`src/rtl/uart_axis_tx.sv`:
```
// UART transmitter fed by an AXI-Stream slave port through a small FIFO.
// Frames: start bit, DATA_WIDTH data bits LSB-first, optional parity, 1 or 2 stop bits.
module uart_axis_tx #(
    parameter int CLK_FREQ   = 50_000_000,
    parameter int BAUD_RATE  = 9600,
    parameter int DATA_WIDTH = 8,
    parameter int PARITY     = 0,
    parameter int STOP_BITS  = 1,
    parameter int FIFO_DEPTH = 4
) (
    input  logic                          clk,
    input  logic                          rst,
    input  logic [DATA_WIDTH-1:0]         s_axis_tdata,
    input  logic                          s_axis_tvalid,
    output logic                          s_axis_tready,
    output logic                          tx_wire,
    output logic                          tx_busy,
    output logic [$clog2(FIFO_DEPTH):0]   fifo_level
);
    localparam int BIT_PERIOD = CLK_FREQ / BAUD_RATE;
    localparam int BCW        = $clog2(BIT_PERIOD);
    localparam int PW         = $clog2(FIFO_DEPTH);
    localparam int LW         = PW + 1;
    localparam logic ODD      = (PARITY == 1);

    typedef enum logic [2:0] {S_IDLE, S_START, S_DATA, S_PARITY, S_STOP} state_t;

    state_t                  state_q, state_d;
    logic [BCW-1:0]          baud_q, baud_d;
    logic [3:0]              bit_q, bit_d;
    logic [DATA_WIDTH-1:0]   shift_q, shift_d;
    logic                    par_q, par_d;
    logic                    tx_q, tx_d;
    logic                    pop;
    logic                    push;
    logic                    baud_end;
    logic                    rst_q;
    logic [PW-1:0]           wr_ptr, rd_ptr;
    logic [LW-1:0]           level_q;
    logic [DATA_WIDTH-1:0]   mem [FIFO_DEPTH];
    logic [DATA_WIDTH-1:0]   head;

    // A word moves on every rising edge where s_axis_tvalid && s_axis_tready;
    // tready depends only on registered state, never on tvalid.
    assign s_axis_tready = !rst_q && (level_q != LW'(FIFO_DEPTH));
    assign push          = s_axis_tvalid && s_axis_tready;
    assign head          = mem[rd_ptr];
    assign baud_end      = (baud_q == BCW'(BIT_PERIOD - 1));
    assign tx_wire       = tx_q;
    assign tx_busy       = (state_q != S_IDLE);
    assign fifo_level    = level_q;

    always_comb begin
        state_d = state_q;
        baud_d  = baud_end ? '0 : baud_q + BCW'(1);
        bit_d   = bit_q;
        shift_d = shift_q;
        par_d   = par_q;
        tx_d    = tx_q;
        pop     = 1'b0;
        case (state_q)
            S_IDLE: begin
                baud_d = '0;
                tx_d   = 1'b1;
                if (level_q != '0) begin
                    pop     = 1'b1;
                    shift_d = head;
                    par_d   = (^head) ^ ODD;
                    tx_d    = 1'b0;
                    state_d = S_START;
                end
            end
            S_START: begin
                if (baud_end) begin
                    bit_d   = '0;
                    tx_d    = shift_q[0];
                    state_d = S_DATA;
                end
            end
            S_DATA: begin
                if (baud_end) begin
                    if (bit_q == 4'(DATA_WIDTH - 1)) begin
                        bit_d = '0;
                        if (PARITY != 0) begin
                            tx_d    = par_q;
                            state_d = S_PARITY;
                        end else begin
                            tx_d    = 1'b1;
                            state_d = S_STOP;
                        end
                    end else begin
                        bit_d   = bit_q + 4'd1;
                        shift_d = shift_q >> 1;
                        tx_d    = shift_q[1];
                    end
                end
            end
            S_PARITY: begin
                if (baud_end) begin
                    bit_d   = '0;
                    tx_d    = 1'b1;
                    state_d = S_STOP;
                end
            end
            S_STOP: begin
                if (baud_end) begin
                    if (bit_q == 4'(STOP_BITS - 1)) begin
                        bit_d = '0;
                        // Back-to-back frames: next start bit begins on this same edge.
                        if (level_q != '0) begin
                            pop     = 1'b1;
                            shift_d = head;
                            par_d   = (^head) ^ ODD;
                            tx_d    = 1'b0;
                            state_d = S_START;
                        end else begin
                            tx_d    = 1'b1;
                            state_d = S_IDLE;
                        end
                    end else begin
                        bit_d = bit_q + 4'd1;
                    end
                end
            end
            default: begin
                tx_d    = 1'b1;
                state_d = S_IDLE;
            end
        endcase
    end

    always_ff @(posedge clk) begin
        if (rst) begin
            state_q <= S_IDLE;
            baud_q  <= '0;
            bit_q   <= '0;
            shift_q <= '0;
            par_q   <= 1'b0;
            tx_q    <= 1'b1;
            wr_ptr  <= '0;
            rd_ptr  <= '0;
            level_q <= '0;
            rst_q   <= 1'b1;
        end else begin
            state_q <= state_d;
            baud_q  <= baud_d;
            bit_q   <= bit_d;
            shift_q <= shift_d;
            par_q   <= par_d;
            tx_q    <= tx_d;
            rst_q   <= 1'b0;
            if (push) wr_ptr <= wr_ptr + PW'(1);
            if (pop)  rd_ptr <= rd_ptr + PW'(1);
            level_q <= level_q + LW'(push) - LW'(pop);
        end
    end

    always_ff @(posedge clk) begin
        if (push) mem[wr_ptr] <= s_axis_tdata;
    end

endmodule

```
`config.mk`:
```
export PLATFORM = sky130hd
export DESIGN_NAME = uart_axis_tx
export DESIGN_NICKNAME = d
export VERILOG_FILES = /design/src/rtl/uart_axis_tx.sv
export SDC_FILE = /design/constraint.sdc
export NUM_CORES = 1
export LEC_CHECK = 0
export ABC_AREA = 1
export CORE_MARGIN = 2
export CORE_UTILIZATION = 56
export CTS_BUF_LIST = sky130_fd_sc_hd__clkbuf_4 sky130_fd_sc_hd__clkbuf_8 sky130_fd_sc_hd__clkbuf_16
export DETAILED_ROUTE_END_ITERATION = 10
export PLACE_DENSITY = 0.76
export SLEW_MARGIN = 40
export SYNTH_ARGS = -nofsm -noshare
export SYNTH_HDL_FRONTEND = slang
export SYNTH_SLANG_ARGS = --single-unit
export TNS_END_PERCENT = 100
```
`constraint.sdc`:
```
create_clock -name clk -period 5.58 [get_ports clk]
set_input_delay 0.837 -clock clk [delete_from_list [all_inputs] [get_ports clk]]
set_output_delay 0.837 -clock clk [all_outputs]
set_load 0.05 [all_outputs]
```
### After elaboration in Yosys (flattened, before gate mapping)

Memories as Yosys holds them, arrays and structs flattened. A register that Yosys moved wholly into a read port is not among the register bits.
Index checks and enable logic that the tools add are counted.
Widths: inputs -> output; s select.

| word-level totals | value |
|---|---|
| register bits after elaboration | 37 |
| bits in writable memories | 32 |
| input bits | 11 |
| output and inout bits | 6 |
| logic and storage cells | 85 |
| memories kept | 1 |

Memories:

| name | words | width | read ports | clocked after memory_dff | write ports | RTL line | RTL |
|---|---|---|---|---|---|---|---|
| mem | 4 | 8 | 1 | 1 | 1 | 40 | `logic [DATA_WIDTH-1:0] mem [FIFO_DEPTH];` |

| operators by class | value |
|---|---|
| add/subtract/negate cells | 6 |
| eq/ne operators | 16 |
| multiplexer cells | 38 |
| reduce and logical (&&, ||, !) cells | 15 |

Operators by type and width:

| cell | number |
|---|---|
| $mux 8 | 5 |
| $pmux 8 s3 | 1 |
| $mux 3 | 7 |
| $mux 4 | 5 |
| $ne 2x2->1 const B | 8 |
| $pmux 3 s5 | 1 |
| $mux 1 | 14 |
| $add 13x1->13 const B | 1 |
| $eq 13x13->1 const B | 1 |
| $pmux 4 s3 | 1 |
| $reduce_bool 3->1 | 4 |
| $reduce_and 5->1 | 2 |
| $reduce_and 7->1 | 1 |
| $eq 3x2->1 const B | 2 |
| $pmux 1 s5 | 1 |
| $add 2x1->2 const B | 2 |
| $add 4x1->4 const B | 1 |
| $eq 4x3->1 const B | 1 |
| $logic_not 4->1 | 1 |
| $mux 2 | 2 |
| $reduce_and 4->1 | 1 |
| $add 3x1->3 | 1 |
| $eq 3x1->1 const B | 1 |
| $eq 3x3->1 const B | 1 |
| 9 further kinds | 10 |

### Longest topological paths before layout

| depth | value |
|---|---|
| depth in word-level cells | 7 |
| mapped depth | 14 |
| mapped depth without buffers | 14 |

### Least setup slack after synthesis

Ideal clock, no wire load.

| timing path | value |
|---|---|
| kind | register -> register |
| from | register level_q[1], in the netlist fifo_level[1] |
| to | register level_q[2], in the netlist fifo_level[2] |
| setup time | 70 ps |
| data arrival time | 3104 ps |
| required time | 5510 ps |
| path slack | 2406 ps |
| stages on the path, launching flop included | 11 |
| path buffers | 0 |
| clock period less this slack | 3174 ps |
| cell sequence | dfxtp_1 nor2_1 a21oi_1 nand2_1 ha_1 inv_1 ha_1 fa_1 inv_1 o21ai_0 a21oi_1 |

| on the way | value |
|---|---|
| elaborated cells between the ends (all ways) | 10 |
| those cells by class | 2 x add/sub; 1 x eq/ne; 4 x mux; 3 x reduce/logical |

RTL lines:

| what | RTL line | RTL |
|---|---|---|
| start, declared | 39 | `logic [LW-1:0] level_q;` |
| start signal, assigned | 154 | `level_q <= level_q + LW'(push) - LW'(pop);` |
| $ne 3x3->1 | 45 | `assign s_axis_tready = !rst_q && (level_q != LW'(FIFO_DEPTH));` |
| $logic_and 1x1->1 | 45 |  |
| via s_axis_tready | 15 | `output logic s_axis_tready,` |
| $logic_and 1x1->1 | 46 | `assign push = s_axis_tvalid && s_axis_tready;` |
| $add 3x1->3 | 154 |  |
| $sub 3x1->3 | 154 |  |

The timed path passes the listed nets, and every way through them passes these cells.
A chain may end at the register's enable or synchronous reset.

### Final worst setup path

| timing path | value |
|---|---|
| from | register state_q[0] |
| to | output port tx_busy |

| on the way | value |
|---|---|
| word-level cells in the longest chain between the ends | 1 |

Ends and longest elaborated chain:

| what | RTL line | RTL |
|---|---|---|
| start, declared | 28 | `state_t state_q, state_d;` |
| start signal, assigned | 145 | `state_q <= state_d;` |
| $reduce_bool 3->1 | 50 | `assign tx_busy = (state_q != S_IDLE);` |
| end, declared | 17 | `output logic tx_busy,` |

Every way passes these cells.

==> metrics.yaml <==
logic_synthesis:
  synthAdderAreaFrac: 0.04029
  synth-xor-area-share: 0.01064
  yosys-top-cells-count: "nand2_1 (63), nor2_1 (63), dfxtp_1 (39)"
  synthArstFlopShare: 0
  yosysWarnings: 0
  synth.avg_cell_area_sq_um: 8.709
  ys_ff_latch: 71
  netlist_instances: 378
  synth_top_cell_by_area: "edfxtp_1"
  synth_top_family_by_area: "simple AND/OR/NAND/NOR gates"
  ys_seq_area_frac: 0.5291
  synth_area_leaders: "edfxtp_1 (29%), dfxtp_1 (24%), nand2_1 (7.2%)"
  netlist_area_sq_um: 3292
  synth_cell_type_count: 36
  syn_nets: 399
  muxShareOfSynthArea: 0
  synth_compound_area_frac: 0.1125
  synth-edff-count: 32
  yosysTopAreaCellShare: 0.2919
  synth-main-ff-cell: "dfxtp_1"
  synth-simple-area-share: 0.2444
layout:
  drive_above_1_share: 0.1172
  final_core_util: 0.6542
  final_nets: 417
  syn2layout_area_growth_pct: 11.44
  antenna_cells: 0
placed_design:
  portBuffers: 16
  gp_congestion: 0.8505
  dp_hpwl_mm: 4.415
floorplan:
  dieArea_sq_um: 6508
  core_sq_um: 5608
  io_pins: 17
  row_count: 27
  start_util: 0.5870
  die_h_um: 80.67
  die_w_um: 80.67
setup_path:
  path_cells: "nor2_4 > inv_2 > nor2_1 > inv_2 > clkdlybuf4s50_1"
  cpMostUsedCell: "inv_2"
  endpoint_kind: "primary output"
  cp_slowest_cell: "clkdlybuf4s50_1"
  rr_endpoint: "fifo_level[1]"
  reg2reg_slack_ps: 3050
  arrival_ps: 1960
  worst-endpoint-required_ps: 4740
  cpPeakStageDelay_ps: 700
  crit_fanout: 7
  rr_startpoint: "baud_q[0]"
  startpoint_type: "flop"
  critPathKind: "reg -> out"
  reg2reg_depth: 13
power:
  intPower_uw: 1020
  combPwrFrac: 0.393
  p_leak_uw: 0.001438
  switchingPower_uw: 708.7
  clockPowerShare: 0.206
  seq_power_share: 0.401
  p_sw_frac: 0.4101
  power_density_nw_per_um2: 471.1
  ir_worst_vdd_uv: 362.3
clocking:
  ctsLongestPathBuffers: 2
  post_cts_resized: 0
  cts_sinks: 71
  cts_tree: "yes"
  holdBufCountCts: 0
  cts_buffers: 9
  cts_setup_buffers: 0
  htree_levels: 3
  worstSkewPairLatency_ps: 330
  cts-root-buf: "clkbuf_8"
  path_clk_slew_ps: 70
routing:
  drt_iter0_markers: 142
  drt-total-wl_mm: 6.157
  vias_per_cell: 5.245
  drc: 0
  drtAntennaViolNets: 0
  wl_per_cell_um: 13.02
  drt_pass1_iterations: 4
  vias: 2481
timing:
  clock_skew_ps: 7.556
  timing.final.crit_share: 0.5013
  rsz0062_at_grt: "no"
  min_period_ps: 2797
  relSlewSlack: 0.4375
  finalSetupViolations: 0
  hold_viol: 0
  fmaxAchievable_ghz: 0.3575
  setup_tns_ps: 0
  report.final.slew_viol_count: 0
  max_slew.worst_pin.slew_ps: 840.6
grt:
  grt_overflow: 0
  grt_first_pass_wirelength_mm: 10.25
  grt_max_degree: 18
  grt_pass1_vias: 2302
  antenna_found_initial: 0
  grt_use_total: 0.2092
min_path:
  min-delay-start: "baud_q[0]"
  hold_end: "baud_q[0]"
  min_path_cells: 1
  min_path_type: "reg -> reg"
job:
  maxCapViolCount: 0
outcome:
  outcome: "completed"
## layout by cell type (no fill, tap or decap), drive strengths merged
master	instances
a21oi	24
and2	1
clkbuf	10
clkdlybuf4s50	16
clkinv	5
clkinvlp	1
dfxtp	39
edfxtp	32
fa	1
ha	9
inv	42
nand2	70
nand3	13
nand4	6
nor2	69
nor3	8
nor3b	3
nor4	1
o21a	1
o21ai	44
o21bai	2
xor2	4
## worst max-delay path, delay by kind of cell, from the launching register on
family | cells | cell delay, ps
buf+inv | 3 | 830
simple gates | 2 | 410
flops | 1 | 400
## state kept, by name (all words and copies together) (netlist names), named ones only
| register | count |
|---|---|
| mem | 32 |
| baud_q | 13 |
| shift_q | 8 |
| bit_q | 4 |
| fifo_level | 3 |
| state_q | 3 |
| rd_ptr | 2 |
| wr_ptr | 2 |
| rst_q | 1 |
| tx_wire | 1 |
## worst max-delay path by stage
stage                   from       endpoint  slack [ps]  cells past startpoint
2_1_floorplan  fifo_level[1]  fifo_level[2]        2410                     10
3_3_place_gp   s_axis_tvalid  fifo_level[2]        2900                      9
3_5_place_dp             rst      baud_q[7]        2840                      5
4_1_cts           state_q[0]        tx_busy        2760                      5
5_1_grt           state_q[0]        tx_busy        2700                      5
6_report          state_q[0]        tx_busy        2780                      5
## layer usage
metal  GRT usage  up-vias  wire length (um)
met3     0.03708        6               165
li1            -     1284                 -
met1      0.2608     1160              2811
met4     0.09831        0                91
met2      0.3517       31              3088
met5           0        -                 0
## power by group through the flow
stage / logic [uW] / clock network, uW / registers [uW]
3_5_place_dp: 680 / 0 / 706
2_1_floorplan: 530 / 0 / 705
6_report: 679 / 356 / 693
5_1_grt: 760 / 385 / 706
3_3_place_gp: 662 / 0 / 702
4_1_cts: 685 / 366 / 695
## final cells by class
type / count / area, sq um
inverter: 42 / 157.7
timing repair buffer: 16 / 160.2
sequential: 71 / 1742
clock buffer: 10 / 137.6
tap: 72 / 90.09
multi-input combinational: 256 / 1345
clock inverter: 6 / 36.28
fill: 484 / 1939
## stage by stage
step           worst slack [ps]  instances  hold WS (ps)  total power [uW]  instance area, sq um
2_1_floorplan              2406        378         417.9              1235                  3292
3_3_place_gp               2904        457         429.2              1363                  3492
3_5_place_dp               2844        457         439.3              1386                  3492
4_1_cts                    2758        473         456.1              1747                  3666
5_1_grt                    2697        473         467.0              1851                  3669
6_report                   2783        473         455.7              1728                  3669
## cells by family after synthesis
group / Yosys count
compound gates: 71
xor+xnor: 4
fa+ha+maj: 10
buf+inv: 51
flops: 71
simple gates: 171
No activity file was read; power rests on OpenSTA's default activity.
